===== config.mk =====
export PLATFORM = sky130hd
export DESIGN_NAME = dm_bus_master_flat
export DESIGN_NICKNAME = d
export VERILOG_FILES = /design/src/rtl/dm_bus_pkg.sv /design/src/rtl/dm_bus_master_if.sv /design/src/rtl/dm_bus_master.sv /design/src/flat_wrapper.sv
export SDC_FILE = /design/constraint.sdc
export NUM_CORES = 1
export LEC_CHECK = 0
export ABC_AREA = 0
export CAP_MARGIN = 20
export CORE_ASPECT_RATIO = 2
export CORE_MARGIN = 3
export CORE_UTILIZATION = 32
export DETAILED_ROUTE_END_ITERATION = 10
export MAX_ROUTING_LAYER = met4
export PLACE_DENSITY = 0.72
export REMOVE_ABC_BUFFERS = 1
export SETUP_SLACK_MARGIN = 0.05
export SLEW_MARGIN = 20
export SYNTH_ARGS = -nofsm -noshare
export SYNTH_HDL_FRONTEND = slang
export SYNTH_SLANG_ARGS = --single-unit

===== constraint.sdc =====
create_clock -name clk -period 1.4 [get_ports clk]
set_input_delay 0.21 -clock clk [delete_from_list [all_inputs] [get_ports clk]]
set_output_delay 0.21 -clock clk [all_outputs]
set_load 0.01 [all_outputs]

===== src/rtl/dm_bus_pkg.sv =====
//------------------------------------------------------------------------------
// dm_bus_pkg
//   Shared definitions for the data-side AXI4 bus master (dm_bus_master) and
//   its bus interface (dm_bus_master_if).
//
//   Contents:
//     dm_state_e  - bus master FSM state encoding
//     RESP_OKAY   - AXI OKAY response code
//     BURST_INCR  - AXI INCR burst type
//     SIZE_WORD   - AXI transfer size for a 32-bit beat
//     LEN_SINGLE  - AXI burst length field for a single beat
//     is_read()   - decodes the pipeline byte-enable vector into read/write
//------------------------------------------------------------------------------
package dm_bus_pkg;

   typedef enum logic [2:0] {
      ST_IDLE    = 3'd0,
      ST_RD_ADDR = 3'd1,
      ST_RD_DATA = 3'd2,
      ST_WR_REQ  = 3'd3,
      ST_WR_RESP = 3'd4,
      ST_DONE    = 3'd5
   } dm_state_e;

   localparam logic [1:0] RESP_OKAY  = 2'b00;
   localparam logic [1:0] BURST_INCR = 2'b01;
   localparam logic [2:0] SIZE_WORD  = 3'b010;
   localparam logic [3:0] LEN_SINGLE = 4'd0;

   // An all-zero byte-enable vector from the MEM stage denotes a load.
   function automatic logic is_read(input logic [3:0] web);
      return (web == 4'b0000);
   endfunction

endpackage : dm_bus_pkg


===== src/rtl/dm_bus_master_if.sv =====
//------------------------------------------------------------------------------
// dm_bus_master_if
//   Single-beat AXI4 bus between the data-side master and the interconnect.
//
//   Parameter:
//     ID_W - AXI ID width
//
//   Signals (direction seen from the master modport):
//     AW channel : AWID, AWADDR, AWLEN, AWSIZE, AWBURST, AWVALID out; AWREADY in
//     W  channel : WDATA, WSTRB, WLAST, WVALID out; WREADY in
//     B  channel : BID, BRESP, BVALID in; BREADY out
//     AR channel : ARID, ARADDR, ARLEN, ARSIZE, ARBURST, ARVALID out; ARREADY in
//     R  channel : RID, RDATA, RRESP, RLAST, RVALID in; RREADY out
//
//   Modports: master (bus master side), slave (interconnect side).
//------------------------------------------------------------------------------
interface dm_bus_master_if #(
   parameter int ID_W = 4
);

   // Write address channel
   logic [ID_W-1:0] AWID;
   logic [31:0]     AWADDR;
   logic [3:0]      AWLEN;
   logic [2:0]      AWSIZE;
   logic [1:0]      AWBURST;
   logic            AWVALID;
   logic            AWREADY;

   // Write data channel
   logic [31:0]     WDATA;
   logic [3:0]      WSTRB;
   logic            WLAST;
   logic            WVALID;
   logic            WREADY;

   // Write response channel
   logic [ID_W-1:0] BID;
   logic [1:0]      BRESP;
   logic            BVALID;
   logic            BREADY;

   // Read address channel
   logic [ID_W-1:0] ARID;
   logic [31:0]     ARADDR;
   logic [3:0]      ARLEN;
   logic [2:0]      ARSIZE;
   logic [1:0]      ARBURST;
   logic            ARVALID;
   logic            ARREADY;

   // Read data channel
   logic [ID_W-1:0] RID;
   logic [31:0]     RDATA;
   logic [1:0]      RRESP;
   logic            RLAST;
   logic            RVALID;
   logic            RREADY;

   modport master (
      output AWID, AWADDR, AWLEN, AWSIZE, AWBURST, AWVALID,
      input  AWREADY,
      output WDATA, WSTRB, WLAST, WVALID,
      input  WREADY,
      input  BID, BRESP, BVALID,
      output BREADY,
      output ARID, ARADDR, ARLEN, ARSIZE, ARBURST, ARVALID,
      input  ARREADY,
      input  RID, RDATA, RRESP, RLAST, RVALID,
      output RREADY
   );

   modport slave (
      input  AWID, AWADDR, AWLEN, AWSIZE, AWBURST, AWVALID,
      output AWREADY,
      input  WDATA, WSTRB, WLAST, WVALID,
      output WREADY,
      output BID, BRESP, BVALID,
      input  BREADY,
      input  ARID, ARADDR, ARLEN, ARSIZE, ARBURST, ARVALID,
      output ARREADY,
      output RID, RDATA, RRESP, RLAST, RVALID,
      input  RREADY
   );

endinterface : dm_bus_master_if


===== src/rtl/dm_bus_master.sv =====
//------------------------------------------------------------------------------
// dm_bus_master
//   Converts MEM-stage data-memory requests into single-beat AXI4 read/write
//   transactions and raises DM_stall to freeze the pipeline until the bus
//   access completes. Only one transaction is ever outstanding.
//
//   Parameters:
//     ID_W      - AXI ID width
//     MASTER_ID - constant driven on AWID/ARID
//
//   Ports:
//     clk       in   clock, rising edge
//     rst       in   synchronous active-high reset
//     DM_req    in   access request, held until DM_stall is low
//     DM_web    in   [3:0] byte write strobes, all-zero = read
//     DM_addr   in   [31:0] byte address
//     DM_wdata  in   [31:0] store data
//     DM_rdata  out  [31:0] load data, valid in the cycle DM_stall falls
//     DM_stall  out  pipeline freeze request
//     bus_err   out  sticky bus error flag
//     axi       dm_bus_master_if.master  AXI4 bus
//
//   Optional feature (macro DM_RESP_CHECK_EN):
//     defined   - a non-OKAY RRESP/BRESP sets bus_err (sticky until rst) and
//                 an erroring read returns DM_rdata = 0.
//     undefined - responses are ignored, bus_err = 0, DM_rdata takes RDATA.
//------------------------------------------------------------------------------
module dm_bus_master
   import dm_bus_pkg::*;
#(
   parameter int              ID_W      = 4,
   parameter logic [ID_W-1:0] MASTER_ID = ID_W'(1)
) (
   input  logic                    clk,
   input  logic                    rst,
   input  logic                    DM_req,
   input  logic [3:0]              DM_web,
   input  logic [31:0]             DM_addr,
   input  logic [31:0]             DM_wdata,
   output logic [31:0]             DM_rdata,
   output logic                    DM_stall,
   output logic                    bus_err,
   dm_bus_master_if.master         axi
);

   // State constants taken from the shared encoding.
   localparam logic [2:0] IDLE    = ST_IDLE;
   localparam logic [2:0] RD_ADDR = ST_RD_ADDR;
   localparam logic [2:0] RD_DATA = ST_RD_DATA;
   localparam logic [2:0] WR_REQ  = ST_WR_REQ;
   localparam logic [2:0] WR_RESP = ST_WR_RESP;
   localparam logic [2:0] DONE    = ST_DONE;

   logic [2:0]  state_reg;
   logic [2:0]  state_next;

   // Request captured in IDLE; drives the bus for the whole transaction so
   // address/data stay stable regardless of what the pipeline does.
   logic [31:0] addr_reg;
   logic [3:0]  web_reg;
   logic [31:0] wdata_reg;

   // Per-channel completion flags for the write address and write data.
   logic        aw_done_reg;
   logic        w_done_reg;

   logic [31:0] rdata_reg;

   logic        accept;
   logic        aw_fire;
   logic        w_fire;
   logic        r_fire;
   logic        b_fire;

   // Identification/last fields are not needed with a single outstanding beat.
   logic        unused_bits;
   assign unused_bits = ^{axi.BID, axi.RID, axi.RLAST, axi.RRESP, axi.BRESP};

   //---------------------------------------------------------------------------
   // Handshake decode. VALIDs are functions of registered state only, so none
   // of them depends combinationally on a READY.
   //---------------------------------------------------------------------------
   assign accept  = (state_reg == IDLE) && DM_req;
   assign aw_fire = axi.AWVALID && axi.AWREADY;
   assign w_fire  = axi.WVALID  && axi.WREADY;
   assign r_fire  = axi.RVALID  && axi.RREADY;
   assign b_fire  = axi.BVALID  && axi.BREADY;

   //---------------------------------------------------------------------------
   // Next-state logic
   //---------------------------------------------------------------------------
   always_comb begin
      state_next = state_reg;
      case (state_reg)
         IDLE: begin
            if (DM_req) begin
               state_next = is_read(DM_web) ? RD_ADDR : WR_REQ;
            end
         end
         RD_ADDR: begin
            if (axi.ARREADY) begin
               state_next = RD_DATA;
            end
         end
         RD_DATA: begin
            if (axi.RVALID) begin
               state_next = DONE;
            end
         end
         WR_REQ: begin
            // Address and data may complete in either order or together.
            if ((aw_done_reg || aw_fire) && (w_done_reg || w_fire)) begin
               state_next = WR_RESP;
            end
         end
         WR_RESP: begin
            if (axi.BVALID) begin
               state_next = DONE;
            end
         end
         DONE: begin
            // DM_req is still the completed instruction here; never reissue.
            state_next = IDLE;
         end
         default: begin
            state_next = IDLE;
         end
      endcase
   end

   //---------------------------------------------------------------------------
   // Registers
   //---------------------------------------------------------------------------
   always_ff @(posedge clk) begin
      if (rst) begin
         state_reg   <= IDLE;
         addr_reg    <= 32'h0;
         web_reg     <= 4'h0;
         wdata_reg   <= 32'h0;
         aw_done_reg <= 1'b0;
         w_done_reg  <= 1'b0;
         rdata_reg   <= 32'h0;
      end else begin
         state_reg <= state_next;

         if (accept) begin
            addr_reg    <= DM_addr;
            web_reg     <= DM_web;
            wdata_reg   <= DM_wdata;
            aw_done_reg <= 1'b0;
            w_done_reg  <= 1'b0;
         end else begin
            if (aw_fire) begin
               aw_done_reg <= 1'b1;
            end
            if (w_fire) begin
               w_done_reg <= 1'b1;
            end
         end

         if (r_fire) begin
`ifdef DM_RESP_CHECK_EN
            rdata_reg <= (axi.RRESP == RESP_OKAY) ? axi.RDATA : 32'h0;
`else
            rdata_reg <= axi.RDATA;
`endif
         end
      end
   end

`ifdef DM_RESP_CHECK_EN
   // Sticky error: any non-OKAY response seen since the last reset.
   logic bus_err_reg;

   always_ff @(posedge clk) begin
      if (rst) begin
         bus_err_reg <= 1'b0;
      end else if ((r_fire && (axi.RRESP != RESP_OKAY)) ||
                   (b_fire && (axi.BRESP != RESP_OKAY))) begin
         bus_err_reg <= 1'b1;
      end
   end

   assign bus_err = bus_err_reg;
`else
   assign bus_err = 1'b0;
`endif

   //---------------------------------------------------------------------------
   // Pipeline side
   //---------------------------------------------------------------------------
   // Stall starts combinationally in the request cycle so the pipeline freezes
   // before the MEM-stage instruction can advance; it drops only in DONE.
   assign DM_stall = accept || ((state_reg != IDLE) && (state_reg != DONE));
   assign DM_rdata = rdata_reg;

   //---------------------------------------------------------------------------
   // AXI outputs
   //---------------------------------------------------------------------------
   assign axi.AWID    = MASTER_ID;
   assign axi.AWADDR  = addr_reg;
   assign axi.AWLEN   = LEN_SINGLE;
   assign axi.AWSIZE  = SIZE_WORD;
   assign axi.AWBURST = BURST_INCR;
   assign axi.AWVALID = (state_reg == WR_REQ) && !aw_done_reg;

   assign axi.WDATA   = wdata_reg;
   assign axi.WSTRB   = web_reg;
   assign axi.WLAST   = 1'b1;
   assign axi.WVALID  = (state_reg == WR_REQ) && !w_done_reg;

   assign axi.BREADY  = (state_reg == WR_RESP);

   assign axi.ARID    = MASTER_ID;
   assign axi.ARADDR  = addr_reg;
   assign axi.ARLEN   = LEN_SINGLE;
   assign axi.ARSIZE  = SIZE_WORD;
   assign axi.ARBURST = BURST_INCR;
   assign axi.ARVALID = (state_reg == RD_ADDR);

   assign axi.RREADY  = (state_reg == RD_DATA);

endmodule : dm_bus_master

===== src/flat_wrapper.sv =====
// flat-port wrapper written by rule: the top's interface ports become plain ports
module dm_bus_master_flat import dm_bus_pkg::*;
#(
   parameter int              ID_W      = 4,
   parameter logic [ID_W-1:0] MASTER_ID = ID_W'(1)
)
  (clk, rst, DM_req, DM_web, DM_addr, DM_wdata, DM_rdata, DM_stall, bus_err, axi_AWID, axi_AWADDR, axi_AWLEN, axi_AWSIZE, axi_AWBURST, axi_AWVALID, axi_AWREADY, axi_WDATA, axi_WSTRB, axi_WLAST, axi_WVALID, axi_WREADY, axi_BID, axi_BRESP, axi_BVALID, axi_BREADY, axi_ARID, axi_ARADDR, axi_ARLEN, axi_ARSIZE, axi_ARBURST, axi_ARVALID, axi_ARREADY, axi_RID, axi_RDATA, axi_RRESP, axi_RLAST, axi_RVALID, axi_RREADY);
  dm_bus_master_if #(.ID_W(ID_W)) axi_i ();
  input  logic clk;
  input  logic rst;
  input  logic DM_req;
  input  logic [3:0] DM_web;
  input  logic [31:0] DM_addr;
  input  logic [31:0] DM_wdata;
  output logic [31:0] DM_rdata;
  output logic DM_stall;
  output logic bus_err;
  output wire logic [$bits(axi_i.AWID)-1:0] axi_AWID;
  output wire logic [$bits(axi_i.AWADDR)-1:0] axi_AWADDR;
  output wire logic [$bits(axi_i.AWLEN)-1:0] axi_AWLEN;
  output wire logic [$bits(axi_i.AWSIZE)-1:0] axi_AWSIZE;
  output wire logic [$bits(axi_i.AWBURST)-1:0] axi_AWBURST;
  output wire logic [$bits(axi_i.AWVALID)-1:0] axi_AWVALID;
  input wire logic [$bits(axi_i.AWREADY)-1:0] axi_AWREADY;
  output wire logic [$bits(axi_i.WDATA)-1:0] axi_WDATA;
  output wire logic [$bits(axi_i.WSTRB)-1:0] axi_WSTRB;
  output wire logic [$bits(axi_i.WLAST)-1:0] axi_WLAST;
  output wire logic [$bits(axi_i.WVALID)-1:0] axi_WVALID;
  input wire logic [$bits(axi_i.WREADY)-1:0] axi_WREADY;
  input wire logic [$bits(axi_i.BID)-1:0] axi_BID;
  input wire logic [$bits(axi_i.BRESP)-1:0] axi_BRESP;
  input wire logic [$bits(axi_i.BVALID)-1:0] axi_BVALID;
  output wire logic [$bits(axi_i.BREADY)-1:0] axi_BREADY;
  output wire logic [$bits(axi_i.ARID)-1:0] axi_ARID;
  output wire logic [$bits(axi_i.ARADDR)-1:0] axi_ARADDR;
  output wire logic [$bits(axi_i.ARLEN)-1:0] axi_ARLEN;
  output wire logic [$bits(axi_i.ARSIZE)-1:0] axi_ARSIZE;
  output wire logic [$bits(axi_i.ARBURST)-1:0] axi_ARBURST;
  output wire logic [$bits(axi_i.ARVALID)-1:0] axi_ARVALID;
  input wire logic [$bits(axi_i.ARREADY)-1:0] axi_ARREADY;
  input wire logic [$bits(axi_i.RID)-1:0] axi_RID;
  input wire logic [$bits(axi_i.RDATA)-1:0] axi_RDATA;
  input wire logic [$bits(axi_i.RRESP)-1:0] axi_RRESP;
  input wire logic [$bits(axi_i.RLAST)-1:0] axi_RLAST;
  input wire logic [$bits(axi_i.RVALID)-1:0] axi_RVALID;
  output wire logic [$bits(axi_i.RREADY)-1:0] axi_RREADY;
  assign axi_AWID = axi_i.AWID;
  assign axi_AWADDR = axi_i.AWADDR;
  assign axi_AWLEN = axi_i.AWLEN;
  assign axi_AWSIZE = axi_i.AWSIZE;
  assign axi_AWBURST = axi_i.AWBURST;
  assign axi_AWVALID = axi_i.AWVALID;
  assign axi_i.AWREADY = axi_AWREADY;
  assign axi_WDATA = axi_i.WDATA;
  assign axi_WSTRB = axi_i.WSTRB;
  assign axi_WLAST = axi_i.WLAST;
  assign axi_WVALID = axi_i.WVALID;
  assign axi_i.WREADY = axi_WREADY;
  assign axi_i.BID = axi_BID;
  assign axi_i.BRESP = axi_BRESP;
  assign axi_i.BVALID = axi_BVALID;
  assign axi_BREADY = axi_i.BREADY;
  assign axi_ARID = axi_i.ARID;
  assign axi_ARADDR = axi_i.ARADDR;
  assign axi_ARLEN = axi_i.ARLEN;
  assign axi_ARSIZE = axi_i.ARSIZE;
  assign axi_ARBURST = axi_i.ARBURST;
  assign axi_ARVALID = axi_i.ARVALID;
  assign axi_i.ARREADY = axi_ARREADY;
  assign axi_i.RID = axi_RID;
  assign axi_i.RDATA = axi_RDATA;
  assign axi_i.RRESP = axi_RRESP;
  assign axi_i.RLAST = axi_RLAST;
  assign axi_i.RVALID = axi_RVALID;
  assign axi_RREADY = axi_i.RREADY;
  dm_bus_master #(.ID_W(ID_W), .MASTER_ID(MASTER_ID)) u_core (.clk(clk), .rst(rst), .DM_req(DM_req), .DM_web(DM_web), .DM_addr(DM_addr), .DM_wdata(DM_wdata), .DM_rdata(DM_rdata), .DM_stall(DM_stall), .bus_err(bus_err), .axi(axi_i));
endmodule

# --- Word level (Yosys, flattened, before mapping) ---
# Cells that the tools add are included.
# W data, S select, Z words.
totals:
  word_cells: 42
  latchBits: 0
  input_bits: 121
  out_inout_bits: 166
  ram_bits: 0
  rom_bits: 0
  reg_bits: 105
  memories: 0
op_classes:
  reduce_logical: 18
  order_cmp: 0
  addsub: 0
  n_bitwise: 0
  mux: 7
  shifts: 0
  div_mod_pow: 0
  eq_ne: 10
  mul: 0
ops:
  columns: ["cell", "count"]
  rows:
  - ["$mux W3", 5]
  - ["$pmux W3 S5", 1]
  - ["$logic_and A1 B1 Y1", 8]
  - ["$eq A3 B2 Y1 const B", 2]
  - ["$ne A2 B2 Y1 const B", 3]
  - ["$reduce_and A5 Y1", 1]
  - ["$logic_not A4 Y1", 1]
  - ["$ne A2 B1 Y1 const B", 2]
  - ["$eq A3 B1 Y1 const B", 1]
  - ["$eq A3 B3 Y1 const B", 1]
  - ["$logic_not A3 Y1", 1]
  - ["$logic_or A1 B1 Y1", 3]
  - ["$ne A3 B3 Y1 const B", 1]
  - ["$reduce_bool A3 Y1", 1]
  - ["$logic_not A1 Y1", 2]
  - ["$mux W2", 1]
  - ["$reduce_or A2 Y1", 1]

# --- Logic depth before layout (Yosys ltp) ---
logic_depth:
  word_depth: 7
  depth_mapped: 7
  depth_no_buf: 4

# --- Worst setup path before layout ---
# Ideal clock, no wire load.
synth_timing:
  path_type: "register to register"
  from: "register u_core.state_reg[0]"
  to: "register u_core.state_reg[1]"
  setup_ns: 0.133
  slack_ns: 0.055
  synth_period_minus_slack_ns: 1.345
  path_stages_with_launch: 5
  t_arrival_ns: 1.211
  path_cell_list: "dfxtp_1 > buf_4 > or4_1 > o21ai_0 > a211oi_2"
synth_between:
  elab_chain_len: 7
  elab_cells_between_ends: 19
synth_rtl:
  columns: ["item", "line_no", "text"]
  rows:
  - ["from (decl)", "dm_bus_master.sv:54", "logic [2:0] state_reg;"]
  - ["from (signal assigned)", "dm_bus_master.sv:144", "state_reg <= state_next;"]
  - ["$eq A3 B2 Y1", "dm_bus_master.sv:94, dm_bus_master.sv:205, dm_bus_master.sv:210", null]
  - ["$logic_and A1 B1 Y1 (on tied branches)", "dm_bus_master.sv:205, dm_bus_master.sv:210", null]
  - ["$logic_and A1 B1 Y1 (on tied branches)", "dm_bus_master.sv:84, dm_bus_master.sv:85", null]
  - ["$logic_or A1 B1 Y1", "dm_bus_master.sv:112", "if ((aw_done_reg || aw_fire) && (w_done_reg || w_fire)) begin"]
  - ["$logic_and A1 B1 Y1", "dm_bus_master.sv:112", null]
  - ["$ne A2 B1 Y1 (no source line)", null, null]
  - ["$reduce_and A5 Y1 (no source line)", null, null]
# Several ways; a longest one is shown, not always the timed one.
# A chain may end at the register's enable or synchronous reset.

# --- Worst setup path after layout ---
layout_timing:
  from: "register u_core.state_reg[2]"
  to: "register u_core.web_reg[0] (netlist: u_core.axi.WSTRB[0])"
layout_between:
  elab_chain_len: 2
layout_rtl:
  columns: ["item", "line_no", "text"]
  rows:
  - ["$logic_not A3 Y1", "dm_bus_master.sv:83", "assign accept = (state_reg == IDLE) && DM_req;"]
  - ["$logic_and A1 B1 Y1", "dm_bus_master.sv:83", null]
  - ["to (signal assigned)", "dm_bus_master.sv:148", "web_reg <= DM_web;"]
  - ["to (decl)", "dm_bus_master.sv:60", "logic [3:0] web_reg;"]
# Every way passes these cells.

==> metrics.txt <==
Power Density=1617 nW/µm²; critical-path maximum fanout=5; number of remaining DRC errors=0; vias post-DR=4591; initial standard-cell utilization of the core=0.3273; Diodes inserted=0; number of iterations in the first detailed-routing pass=4; cell types with the highest counts after synthesis=nand2_1, dfxtp_1, a21oi_1, buf_4, clkbuf_1; data required time at the worst endpoint=1620 ps; Post-DP HPWL=10220 µm; pre-CTS setup slack=-394.4 ps; peak clock frequency supported by timing=655.1 MHz; number of max-capacitance violations reported=0; final weighted congestion in routability-driven placement=0.8002; ranking of synthesized cells by area=dfxtp_1, nand2_1, buf_4, a21oi_1, clkbuf_1; Clk pwr share=0.175; Avg Vias per Cell=4.858; global-route wire length before repair=23920 µm; largest net degree at the start of global routing=62; buffer type at the clock tree root=clkbuf_16; total grt overflow=0; violated checks=negative setup slack; number of H-tree levels=3; EDFF count, synth=0; unique cell type count in the Yosys netlist=27; via count of the first global-routing pass=4616; placeable core area=12990 µm²; cell taking the most area after synthesis=dfxtp_1; final count of pins violating max slew=0; Critical Path Source Type=register; TritonCTS clock tree=done; Net Sw Frac=0.3694; global routing usage summed across all routing layers=0.2181; #FFs+latches synth=105; area fraction of the dominant cell type after synthesis=0.4943; clock edge transition at the registers on the reported setup and hold paths=70 ps; kind of end point of the critical path=register; detailed router's first-iteration violation count=115; clock skew=9.818 ps; die outline width=87.52 µm; Antenna Violating Nets Remaining=0; min Tclk post-route=1526 ps; wirelength, routed=17420 µm; worst skew pair latency=330 ps; fraction of final layout cells with drive strength greater than 1=0.3569; Hold-fix buffers, CTS=0; sequential cell area fraction in the yosys report=0.4943; number of I/O pins=287; per-instance average area after synthesis=7.847 µm²; cell internal power dissipation=8.643 mW; Final Hold Violating Endpoints=0; number of antenna violations at the first check in global routing=0; Syn Inst Count=542; number of buffers between clock root and the deepest sink=2; Die Ht=169.0 µm; clk sinks=105; worst hold slack=136.1 ps; Layout Nets=909; FILL cells=1035; Port Buffers=245; Psw=5.063 mW; number of cells in the finished layout apart from fillers=945; Total Die Area=14790 µm²; count of placed standard cells including taps=890; Post-synth top flop=dfxtp_1; Design Power=13.71 mW; Final setup violation count=101; area added between synthesis and finish=99.26%; clock buffers created by TritonCTS=9; result of the run=finished, violations left; proportion of power drawn by flip-flops and latches=0.298; share of flip-flops with an asynchronous set or reset=0; class of the most critical setup path=register to register; final cycle utilization of the critical path=1.090; number of rows created at floorplan=59; final routed wire length divided by cell count=18.44 µm; unrepaired setup endpoints after global routing=yes; Yosys warning count=0; fraction of the core area covered by cells at the end of the flow=0.6523; worst min path class=input pin to register; top-count cell post-synth=nand2_1; maximum resistive drop on vdd=0.0008480 V; Syn Std Cell Area=4253 µm²; relative contribution of combinational cells to total power=0.527; crit path setup slack, layout=-126.4 ps; cell leakage power=3.817 nW; Data arrival, critical path=1750 ps
-- routing by layer --
layer,share of wire,global-route usage,vias to the layer above
met5,0,-,-
met4,0.049,0.1022,0
met3,0.056,0.03507,46
met2,0.58,0.4110,218
met1,0.32,0.2065,2171
li1,-,-,2156
-- final cells by class --
cell class,count,area (µm²),share of cell area
clock buffers,10,239.0,0.02820
clock inverters,6,50.05,0.005906
inverters,2,10.01,0.001181
multi-input cells,364,2554,0.3013
flip-flops and latches,105,2113,0.2494
well taps,152,190.2,0.02244
repair buffers,306,3318,0.3916
-- cell usage in the layout, fill, tap and decap left out, types with 12 or more instances in the layout --
cell type / n
dlygate4sd2_1: 132
clkdlybuf4s50_1: 106
dfxtp_1: 102
nand2_1: 98
a21oi_2: 73
nand2_4: 60
nand2_2: 42
a21oi_1: 30
conb_1: 28
buf_12: 15
buf_4: 15
clkbuf_16: 14
buf_16: 13
buf_6: 12
-- critical path, cell delays in order (launching register included) --
cell and delay [ps]:
dfxtp_4 370, buf_6 140, nor2_4 140, buf_6 120, nand3_4 100, buf_12 160
buf_12 120, clkbuf_16 150, nand2_2 70, a21oi_2 40
-- repair_timing --
action	CTS	global route
cloned	16	6
resized for setup	274	191
setup buffers	14	11
setup endpoints to repair	243	111
pin swaps	60	103
-- per-stage QoR --
stage               area, µm²  TNS (ps)
finish                   8474     -5964
global route             8474    -11770
CTS                      7715     -5313
detailed placement       6599    -15640
global placement         6599    -12520
floorplan                3700    -61370
-- path summary, 6_finish.rpt --
kind              slack [ps]                 from  depth (start not counted)             endpoint
setup / recovery        -130  u_core.state_reg[2]                          9  u_core.axi.WSTRB[0]
hold / removal           140                  rst                          2  u_core.state_reg[1]
setup reg to reg        -130  u_core.state_reg[2]                          9  u_core.axi.WSTRB[0]
hold reg to reg          450  u_core.axi.WDATA[5]                          2  u_core.axi.WDATA[5]
-- power groups by stage --
stage          clock network (mW)  logic [mW]  registers (mW)
2_1_floorplan                   0        1.35            4.29
3_3_place_gp                    0        4.33            3.95
3_5_place_dp                    0        4.40            3.98
4_1_cts                      2.47        6.33            3.97
5_1_grt                      2.59        7.64            4.15
6_report                     2.40        7.22            4.08
-- kinds of logic after synthesis --
family	share of synthesized area
buffers and inverters	0.1548
other	0.001766
multiplexers	0.002354
flip-flops	0.4943
AND/OR/NAND/NOR	0.2104
AO/OA/AOI/OAI	0.1365
Note: power is estimated with default switching activity, not from simulation.
